--- src/rtl/seg7_scan_driver.sv ---
// seg7_scan_driver: time-multiplexed 7-segment scanner with inter-digit blanking and per-frame input snapshot
module seg7_scan_driver #(
  parameter int NUM_DIGITS   = 4,
  parameter int DIGIT_CYCLES = 50000,
  parameter int BLANK_CYCLES = 1000,
  parameter bit ACTIVE_LOW   = 1
) (
  input  logic                    clk,
  input  logic                    rst,
  input  logic [4*NUM_DIGITS-1:0] value_in,
  input  logic [NUM_DIGITS-1:0]   dp_in,
  input  logic [NUM_DIGITS-1:0]   blank_in,
  output logic [NUM_DIGITS-1:0]   an_out,
  output logic [6:0]              seg_out,
  output logic                    dp_out,
  output logic                    frame_tick
);
  localparam int MAXC = DIGIT_CYCLES > BLANK_CYCLES ? DIGIT_CYCLES : BLANK_CYCLES;
  localparam int CW = MAXC > 1 ? $clog2(MAXC) : 1;
  localparam int IW = NUM_DIGITS > 1 ? $clog2(NUM_DIGITS) : 1;
  localparam logic POL = ACTIVE_LOW;
  localparam logic [6:0] HEX [16] = '{7'h3F, 7'h06, 7'h5B, 7'h4F, 7'h66, 7'h6D, 7'h7D, 7'h07,
                                      7'h7F, 7'h6F, 7'h77, 7'h7C, 7'h39, 7'h5E, 7'h79, 7'h71};
  typedef enum logic {BLANK, DISPLAY} state_t;
  state_t state, state_nxt;
  logic [CW-1:0] cnt, cnt_nxt;
  logic [IW-1:0] idx, idx_nxt;
  logic [4*NUM_DIGITS-1:0] sh_val, sh_val_nxt;
  logic [NUM_DIGITS-1:0] sh_dp, sh_dp_nxt, sh_blank, sh_blank_nxt, an_nxt;
  logic [6:0] seg_nxt;
  logic dp_nxt, done, snap, lit;
  always_ff @(posedge clk or negedge rst) begin
    if (!rst) begin
      state      <= BLANK;
      cnt        <= '0;
      idx        <= '0;
      sh_val     <= '0;
      sh_dp      <= '0;
      sh_blank   <= '0;
      an_out     <= {NUM_DIGITS{POL}};
      seg_out    <= {7{POL}};
      dp_out     <= POL;
      frame_tick <= 1'b0;
    end else begin
      state      <= state_nxt;
      cnt        <= cnt_nxt;
      idx        <= idx_nxt;
      sh_val     <= sh_val_nxt;
      sh_dp      <= sh_dp_nxt;
      sh_blank   <= sh_blank_nxt;
      an_out     <= an_nxt;
      seg_out    <= seg_nxt;
      dp_out     <= dp_nxt;
      frame_tick <= snap;
    end
  end
  always_comb begin
    done = state == BLANK ? cnt == CW'(BLANK_CYCLES - 1) : cnt == CW'(DIGIT_CYCLES - 1);
    state_nxt = done ? (state == BLANK ? DISPLAY : BLANK) : state;
    cnt_nxt = done ? '0 : cnt + 1'b1;
    idx_nxt = (done && state == DISPLAY) ? (idx == IW'(NUM_DIGITS - 1) ? '0 : idx + 1'b1) : idx;
    snap = done && state == BLANK && idx == '0;
    sh_val_nxt = snap ? value_in : sh_val;
    sh_dp_nxt = snap ? dp_in : sh_dp;
    sh_blank_nxt = snap ? blank_in : sh_blank;
  end
  // Outputs are decoded from next-cycle state so the registered pins line up with the FSM.
  always_comb begin
    lit = state_nxt == DISPLAY;
    an_nxt = {NUM_DIGITS{POL}} ^ ((lit && !sh_blank_nxt[idx]) ? NUM_DIGITS'(1) << idx : '0);
    seg_nxt = {7{POL}} ^ (lit ? HEX[sh_val_nxt[idx*4 +: 4]] : 7'h00);
    dp_nxt = POL ^ (lit & sh_dp_nxt[idx]);
  end
endmodule

--- config.mk ---
export PLATFORM = sky130hd
export DESIGN_NAME = seg7_scan_driver
export DESIGN_NICKNAME = d
export VERILOG_FILES = /design/src/rtl/seg7_scan_driver.sv
export SDC_FILE = /design/constraint.sdc
export NUM_CORES = 1
export LEC_CHECK = 0
export ABC_AREA = 0
export CAP_MARGIN = 10
export CORE_MARGIN = 2
export CORE_UTILIZATION = 47
export CTS_CLUSTER_SIZE = 24
export DETAILED_ROUTE_END_ITERATION = 10
export PLACE_DENSITY = 0.7
export SYNTH_ARGS = -nofsm -noshare
export SYNTH_HDL_FRONTEND = slang
export SYNTH_SLANG_ARGS = --single-unit
--- constraint.sdc ---
create_clock -name clk -period 3.65 [get_ports clk]
set_clock_uncertainty 0.05 [all_clocks]
set_input_delay 0.5475 -clock clk [delete_from_list [all_inputs] [get_ports clk]]
set_output_delay 0.5475 -clock clk [all_outputs]
set_load 0.02 [all_outputs]
==> results of run 1 <==
## cell families after synthesis
| family | Yosys count |
|---|---|
| multiplexers | 37 |
| XOR/XNOR | 14 |
| AO/OA/AOI/OAI | 25 |
| adder cells (fa/ha/maj) | 13 |
| flip-flops | 56 |
| AND/OR/NAND/NOR | 60 |
| buffers and inverters | 22 |
## registers in the layout (all words and copies together) (netlist names)
| signal | flops |
|---|---|
| an_out | 4 |
| cnt | 16 |
| dp_out | 1 |
| frame_tick | 1 |
| idx | 2 |
| seg_out | 7 |
| sh_blank | 4 |
| sh_dp | 4 |
| sh_val | 16 |
| state | 1 |
## area by class of cell
class | instances | area share, %
flip-flops and latches | 56 | 42.6
multi-input cells | 149 | 37.6
repair buffers | 45 | 12.9
well taps | 72 | 2.71
clock buffers | 5 | 2.07
inverters | 14 | 1.58
clock inverters | 3 | 0.639
## through the flow
stage	std cells	area (um2)	util, %	total power [W]
finish	344	3330	59.3	0.00106
global route	344	3330	59.3	0.00110
CTS	344	3330	59.3	0.00108
detailed placement	336	3240	57.7	0.000735
global placement	336	3240	57.7	0.000733
floorplan	227	2770	-	0.000686
## power breakdown
| part | internal, W | total [W] | switching [W] |
|---|---|---|---|
| sequential | 0.000633 | 0.000637 | 0.00000413 |
| combinational | 0.0000464 | 0.0000845 | 0.0000380 |
| clock | 0.000137 | 0.000336 | 0.000200 |
## critical path, delay by kind of cell, from the launching register on
| kind | cells | cell delay [ns] |
|---|---|---|
| mux | 2 | 0.84 |
| flops | 1 | 0.40 |
| simple gates | 4 | 0.76 |
| fa+ha+maj | 2 | 0.52 |
| buf+inv | 2 | 0.16 |
| compound gates | 2 | 0.38 |
## synthesized netlist by cell type (all sizes together) (4+ instances only)
master	number	area share, %
dfstp	12	11
o211ai	4	1.1
buf	7	1.7
xnor2	7	2.2
o21ai	8	1.4
ha	13	5.9
mux4	7	5.7
inv	13	1.8
dfrtp	44	40
nor3	4	0.72
and3	5	1.1
nand3	6	1.1
mux2i	11	4.4
a31oi	4	0.90
xor2	7	2.2
mux2	19	8.0
nand2	18	2.5
nor2	16	2.2
## final timing paths
check / start / end / slack [ns] / depth (start not counted)
min: rst / sh_val[2] / 0.25 / 1
min in group clk: cnt[0] / cnt[0] / 0.41 / 1
min reg2reg: cnt[0] / cnt[0] / 0.41 / 1
max reg2reg: state / seg_out[1] / 0.46 / 12
max: state / seg_out[1] / 0.46 / 12
max in group asynchronous: rst / an_out[3] / 2.47 / 2
## metal layers
metal	GRT usage [%]	vias up	share of wire [%]
li1	-	884	-
met1	24.3	886	50
met2	27.7	30	47
met3	3.56	2	3.2
met4	2.54	0	0.30
met5	0	-	0
==> reports/qor.txt, run 1 <==
run status: finished, final reports clean
mux share of post-synthesis cell area: 18.1%
Die Span Y: 80.8 um
Mean Syn Cell Area: 12.2 um2
CP Capture Type: flip-flop
post-synthesis sequential area ratio: 51.2%
area share of fa/ha/maj cells after synthesis: 5.87%
commonest non-fill, non-tap cells in the layout: dfrtp_1, clkdlybuf4s50_1, nand2_1, nor2_1, mux2_2
minimum clock period: 3.19 ns
WL/cell: 14.5 um
RSZ-0062 raised after global routing: no
Slew Viols, Final: 0
fin nets: 310
Initial Util: 49.4%
DR DRC count: 0
Inserted Clock Buffers: 5
# fillers: 497
DP HPWL: 3660 um
async set-reset flop share out of synthesis: 100%
Ant. Diodes: 0
initial antenna violation count: 0
Syn-to-layout area delta: 20.2%
final worst-path cycle share: 87.4%
DIE AREA: 6520 um2
setup ws final: 0.462 ns
quantity of gates resized following cts: 0
PwrDens: 318 nW/um2
GPL Wtd Cong: 0.818
Tot GR Track Use: 17.0%
Critical Path Slowest Stage Cell: mux4_2
Hold Path Class: input pin to asynchronous set/reset pin
mapped cell area: 2770 um2
DP Worst Slack: 0.485 ns
share of cells above drive strength 1: 20.2%
overflow left after global routing: 0
CP required: 3.84 ns
Storage cell area: 1420 um2
startpoint class of the critical path: flip-flop
synthesized flop and latch total: 56
simple-gate portion of the synthesized area: 10.7%
Worst Path Arrival: 3.38 ns
most frequently used flop master after synthesis: dfrtp_1
Antenna Nets Post-Route: 0
row count: 27
Rel. slew slack: 50.8%
total routed wirelength: 5000 um
Pleak: 1.51 nW
FMAX: 0.314 GHz
Worst VDD drop: 0.000315 V
via count: 1802
Ys Warns: 0
setup violators final: 0
CTS clk-pin slew, worst paths: 0.10 ns
largest family of logic cells by synthesized area: multiplexers
crit path cell chain: inv_1 > nor4b_1 > a31oi_1 > nor2_1 > ha_1 > nand2_2 > mux4_2 > mux2i_4 > ha_1 > inv_1 > nor3_1 > a211o_1
Sink Count: 56
CTS tree: built
clock buffer depth: 2
Least-Margin Pin Slew: 0.738 ns
max-capacitance violation count: 0
die width: 80.8 um
Total Neg Setup Slack: 0 ns
core area: 5610 um2
Syn Nets: 266
Critical Path Fanout Max: 17
via-per-instance ratio: 5.24
CP Class: flip-flop to flip-flop
area occupied by multi-input gates: 1250 um2
clock latency at the later pin of the worst-skew pair: 0.30 ns
compound-cell area share of the yosys netlist: 6.06%
vias in the first global route: 1834
CTS Hold Bufs: 0
Clock Root Buffer: clkbuf_8
Post-synth EDFFs: 0
Final Hold Fails: 0
largest net degree at the start of global routing: 35
IO Port Bufs: 38
Setup Fix Bufs, Post-CTS: 0
Syn Inst Count: 227
1st-iter DRT viols: 101
Unique masters post-synth: 41
# IOs: 39
commonest non-fill, non-tap cell in the layout: dfrtp_1
xor and xnor area share after synthesis: 4.43%
slowest cell delay on critical path: 0.55 ns
Min Hold Slack: 0.249 ns
wire length of the first global-routing pass: 8680 um
Detailed Routing Iterations Pass 1: 6
# H-tree levels: 2
Power figures use the tool's default switching activity.
==> run 2, diff against run 1 <==
--- a/config.mk
+++ b/config.mk
@@ -11,6 +11,7 @@
 export CORE_UTILIZATION = 47
 export CTS_CLUSTER_SIZE = 24
 export DETAILED_ROUTE_END_ITERATION = 10
+export GPL_TIMING_DRIVEN = 0
 export PLACE_DENSITY = 0.7
 export SYNTH_ARGS = -nofsm -noshare
 export SYNTH_HDL_FRONTEND = slang
==> run 2 against run 1 <==
Effect of this change:
- clock-buffer cell count grew 2
- flip-flop and latch count did not move
- sequential power about the same
- first-iteration DRC count increased by 13%
- die area unchanged
- via count grew 2.4%
- critical path type unchanged
- register-to-register slack got worse by 0.18 ns
- cell area is 2.6% higher
- utilization up 1.6 points
- wire length rose by 0.70%
- combinational power increased by 8.8%
- global-route usage up 0.35 points
==> reports/qor.txt, run 2 (same netlist as run 1, synthesis figures left out) <==
overflow left after global routing: 0 (unchanged)
Sink Count: 56 (unchanged)
clock latency at the later pin of the worst-skew pair: 0.31 ns (was 0.30 ns)
CTS clk-pin slew, worst paths: 0.10 ns (about the same)
Slew Viols, Final: 0 (unchanged)
Initial Util: 49.4% (unchanged)
Rel. slew slack: 60.2% (was 50.8%)
PwrDens: 332 nW/um2 (was 318 nW/um2)
Least-Margin Pin Slew: 0.598 ns (was 0.738 ns)
max-capacitance violation count: 0 (unchanged)
CP Class: flip-flop to flip-flop (unchanged)
FMAX: 0.297 GHz (was 0.314 GHz)
Min Hold Slack: 0.182 ns (was 0.249 ns)
Finished Cell Area: 3410 um2 (was 3330 um2)
# IOs: 39 (unchanged)
Total Neg Setup Slack: 0 ns (unchanged)
Hold Path Class: input pin to asynchronous set/reset pin (unchanged)
clock buffer depth: 2 (unchanged)
Die Span Y: 80.8 um (unchanged)
share of cells above drive strength 1: 21.5% (was 20.2%)
via count: 1845 (was 1802)
Placed Cells incl. Taps: 338 (was 336)
die width: 80.8 um (unchanged)
Worst Path Arrival: 3.55 ns (was 3.38 ns)
vias in the first global route: 1835 (was 1834)
CP Capture Type: flip-flop (unchanged)
total routed wirelength: 5030 um (was 5000 um)
Pleak: 1.55 nW (was 1.51 nW)
DR DRC count: 0 (unchanged)
largest registers: cnt x16, sh_val x16, seg_out x7 (unchanged)
DP Area: 3250 um2 (was 3240 um2)
IO Port Bufs: 38 (unchanged)
minimum clock period: 3.37 ns (was 3.19 ns)
initial antenna violation count: 0 (unchanged)
DP Worst Slack: -0.286 ns (was 0.485 ns)
setup ws final: 0.284 ns (was 0.462 ns)
Ant. Diodes: 0 (unchanged)
core area: 5610 um2 (unchanged)
Worst VDD drop: 0.000226 V (was 0.000315 V)
CTS tree: built (unchanged)
GPL Wtd Cong: 0.801 (was 0.818)
commonest non-fill, non-tap cell in the layout: dfrtp_1 (unchanged)
row count: 27 (unchanged)
largest net degree at the start of global routing: 32 (was 35)
via-per-instance ratio: 5.26 (was 5.24)
commonest non-fill, non-tap cells in the layout: dfrtp_1, clkdlybuf4s50_1, nand2_1, nor2_1, mux2_2 (unchanged)
non-filler cells, final: 351 (was 344)
WL/cell: 14.3 um (was 14.5 um)
Clock Root Buffer: clkbuf_8 (unchanged)
run status: finished, final reports clean (unchanged)
Tot GR Track Use: 17.4% (was 17.0%)
setup violators final: 0 (unchanged)
Inserted Clock Buffers: 5 (unchanged)
Antenna Nets Post-Route: 0 (unchanged)
startpoint class of the critical path: flip-flop (unchanged)
CP required: 3.83 ns (was 3.84 ns)
# H-tree levels: 2 (unchanged)
DP HPWL: 3670 um (was 3660 um)
Final Hold Fails: 0 (unchanged)
Critical Path Fanout Max: 11 (was 17)
final worst-path cycle share: 92.2% (was 87.4%)
fin nets: 317 (was 310)
Syn-to-layout area delta: 23.3% (was 20.2%)
wire length of the first global-routing pass: 8670 um (was 8680 um)
DIE AREA: 6520 um2 (unchanged)
RSZ-0062 raised after global routing: no (unchanged)
Detailed Routing Iterations Pass 1: 4 (was 6)
1st-iter DRT viols: 114 (was 101)
==> run 2: cell types whose count changed in the layout (fill, tap and decap cells not counted) <==
cell / change
inv_6: -1
buf_4: -1
clkinvlp_4: -1
mux2i_4: +1
buf_6: +2
buf_12: +1
mux2i_1: -1
clkinv_2: -1
buf_1: +1
clkbuf_1: +2
bufinv_16: +1
buf_2: +4
==> run 2: critical path: stages (launching register included) <==
cell	delay [ns]
dfrtp_1	0.39
inv_1	0.08
nor4b_1	0.31
a31oi_1	0.13
nor2_1	0.18
buf_4	0.21
ha_1	0.22
nand2_2	0.10
buf_6	0.17
mux4_2	0.45
mux2i_4	0.27
ha_1	0.29
inv_1	0.08
nor3_1	0.06
a211o_1	0.29
==> run 2: repair_timing <==
| action | 4_1_cts | 5_1_grt |
|---|---|---|
| gates resized for setup | 2 | 4 |
| hold buffers | 0 | 0 |
| setup buffers | 0 | 5 |
| setup endpoints to repair | 7 | 7 |
==> run 2: report_power, final <==
part	switching [W]	leakage [nW]	total, W	internal, W
clock	0.000198	0.0524	0.000403	0.000206
combinational	0.0000395	0.824	0.0000919	0.0000524
sequential	0.00000387	0.676	0.000637	0.000633
total	0.000241	1.55	0.00113	0.000891
==> run 2: stage by stage <==
stage	total power, W	util (%)
2_1_floorplan	0.000686	-
3_3_place_gp	0.000732	57.8
3_5_place_dp	0.000736	58.0
4_1_cts	0.00114	60.0
5_1_grt	0.00118	60.9
6_report	0.00113	60.9
==> run 2: final cells by class <==
cell class	count	area [um2]
inverter	14	52.6
clock buffer	7	76.3
tap	72	90.1
fill	461	2190
clock inverter	1	30.0
buffer	8	53.8
timing repair buffer	44	433
multi-input combinational	149	1260
sequential	56	1420
==> run 2: worst paths after layout <==
path	from	end	slack [ns]	cells past startpoint
max	state	seg_out[1]	0.28	14
min	rst	sh_val[11]	0.18	1
min in group clk	cnt[0]	cnt[0]	0.42	1
max in group asynchronous	rst	an_out[0]	2.73	2
max reg2reg	state	seg_out[1]	0.28	14
min reg2reg	cnt[0]	cnt[0]	0.42	1
==> run 2: per-layer routing <==
| layer | up-vias | wire length (um) | part of all wire (%) | track usage, % |
|---|---|---|---|---|
| met3 | 9 | 209 | 4.2 | 3.78 |
| met1 | 897 | 2360 | 47 | 23.9 |
| met4 | 0 | 69 | 1.4 | 5.08 |
| met5 | - | 0 | 0 | 0 |
| met2 | 41 | 2390 | 48 | 28.0 |
| li1 | 898 | - | - | - |
==> RTL change: new RTL, flow settings as in run 2 <==
`ACTIVE_LOW`: 1 -> 0.
--- a/src/rtl/seg7_scan_driver.sv
+++ b/src/rtl/seg7_scan_driver.sv
@@ -4,5 +4,5 @@
   parameter int DIGIT_CYCLES = 50000,
   parameter int BLANK_CYCLES = 1000,
-  parameter bit ACTIVE_LOW   = 1
+  parameter bit ACTIVE_LOW   = 0
 ) (
   input  logic                    clk,
Formal check against the unedited RTL: not equivalent (a bounded check fails within 4 cycles, from zero or initial values and one cycle with rst low).
==> RTL change against run 2 <==
Cell area fell by 0.11%; sequential cell count did not move; synthesized area rose by 0.86%; die area rose by 0.82%; critical endpoint is now seg_out[6]; routed wire length barely moved; largest power group unchanged; sequential share of layout area fell by 0.39 points; worst setup slack got worse by 64 ps; total power fell by 3.6%.
==> RTL change: results (changes against run 2) <==
* Run status: finished clean
* Post-synth cell types at 46 (+12%)
* Routed Wire Length at 5030 um (about the same)
* Post-synthesis compound-gate area fraction at 5.60% (-0.45 points)
* Post-synth top cells: 56 x dfrtp_1, 22 x mux2_2, 20 x nor2_1
* Top post-synthesis cells by area: dfrtp_1 50%, mux2_2 8.9%, ha_1 5.8%, mux4_2 4.8%, mux2i_1 3.2%
* First drt pass iteration count at 3 (-1)
* Via-to-Cell Ratio at 5.26 (+0.12%)
* Syn_nets at 265 (-0.38%)
* Max Fclk at 292 MHz (-1.9%)
* Reg clk slew, reported paths at 100 ps (about the same)
* Flop2flop setup slack at 220 ps (-60 ps)
* Total GRT Usage at 17.6% (+0.19 points)
* Clock Path Buffers at 2 (unchanged)
* Vias in the first global route at 1,824 (-0.60%)
* CP top delay family: multiplexers
* Largest net degree at the start of global routing at 33 (+3.1%)
* Worst setup endpoint: seg_out[6]
* Register area share after synthesis at 50.2% (-0.97 points)
* HPWL Detailed at 3690 um (+0.52%)
* Yosys warnings at 0 (unchanged)
* Static leakage at 1.58 nW (+2.1%)
* Synth Area in XOR/XNOR at 4.39% (-0.038 points)
* Routability cong. at 0.755 (-5.7%)
* Layout cell share with drive strength beyond 1 at 19.3% (-2.2 points)
* Cell Area, Placed at 3280 um^2 (+0.85%)
* Post-Synth Adder-Cell Area at 5.82% (-0.050 points)
* First-pass GRT wire length at 8720 um (+0.55%)
* Number of DRC markers in iteration 0 at 103 (-9.6%)
* Slew @ Worst Pin at 762 ps (+164 ps)
* Hold_ws at 255 ps (+72.8 ps)
* Antenna fix cells at 0 (unchanged)
* Fin cells at 350 (-0.28%)
* Number of H-tree levels at 2 (unchanged)
* Crit. Startpoint: state
* Final Net Count at 314 (-0.95%)
* Peak supply drop at 0.166 mV (-27%)
* CP max stage delay at 460 ps
* Setup TNS Final at 0 ps (unchanged)
* CP arrival at 3580 ps (+30 ps)
* Post-synthesis mux area share at 20.0% (+1.9 points)
* DP Worst Slack at -232 ps (+53.9 ps)
* Dpl cells at 340 (+0.59%)
* Mean post-synth cell area at 12.4 um^2 (+1.3%)
* Worst Path Max Fanout at 11 (unchanged)
* Initial antenna violation count at 0 (unchanged)
* Cts bufs inserted at 5 (unchanged)
==> RTL change: per-layer routing <==
metal  track usage, %  part of all wire, %  up-vias
met1             25.1                   49      910
met2             26.0                   46       36
met3             4.78                  4.1        5
met4             5.59                  1.4        0
met5                0                    0        -
li1                 -                    -      891
==> RTL change: kinds of logic after synthesis <==
group	count (synthesis)
xor gates and xnor gates	14
AOI/OAI and AO/OA	21
and+or+nand+nor	56
buffers and inverters	25
muxes	41
DFF	56
adders and majority gates	13
==> RTL change: what timing repair did <==
item / 4_1_cts / 5_1_grt
hold buffers: 0 / 0
endpoints found under the setup margin: 6 / 4
gates resized for setup: 2 / 3
buffers inserted: 1 / 2
==> RTL change: power by group <==
part	internal, mW	switching (mW)
combinational	0.0527	0.0402
clock	0.170	0.193
sequential	0.632	0.00418
==> RTL change: cell type report <==
cell class,count,area (um^2)
fillers,517,2400
flip-flops and latches,56,1400
multi-input cells,145,1290
repair buffers,42,418
clock buffers,7,96.3
well taps,75,93.8
inverters,18,67.6
plain buffers,7,47.5
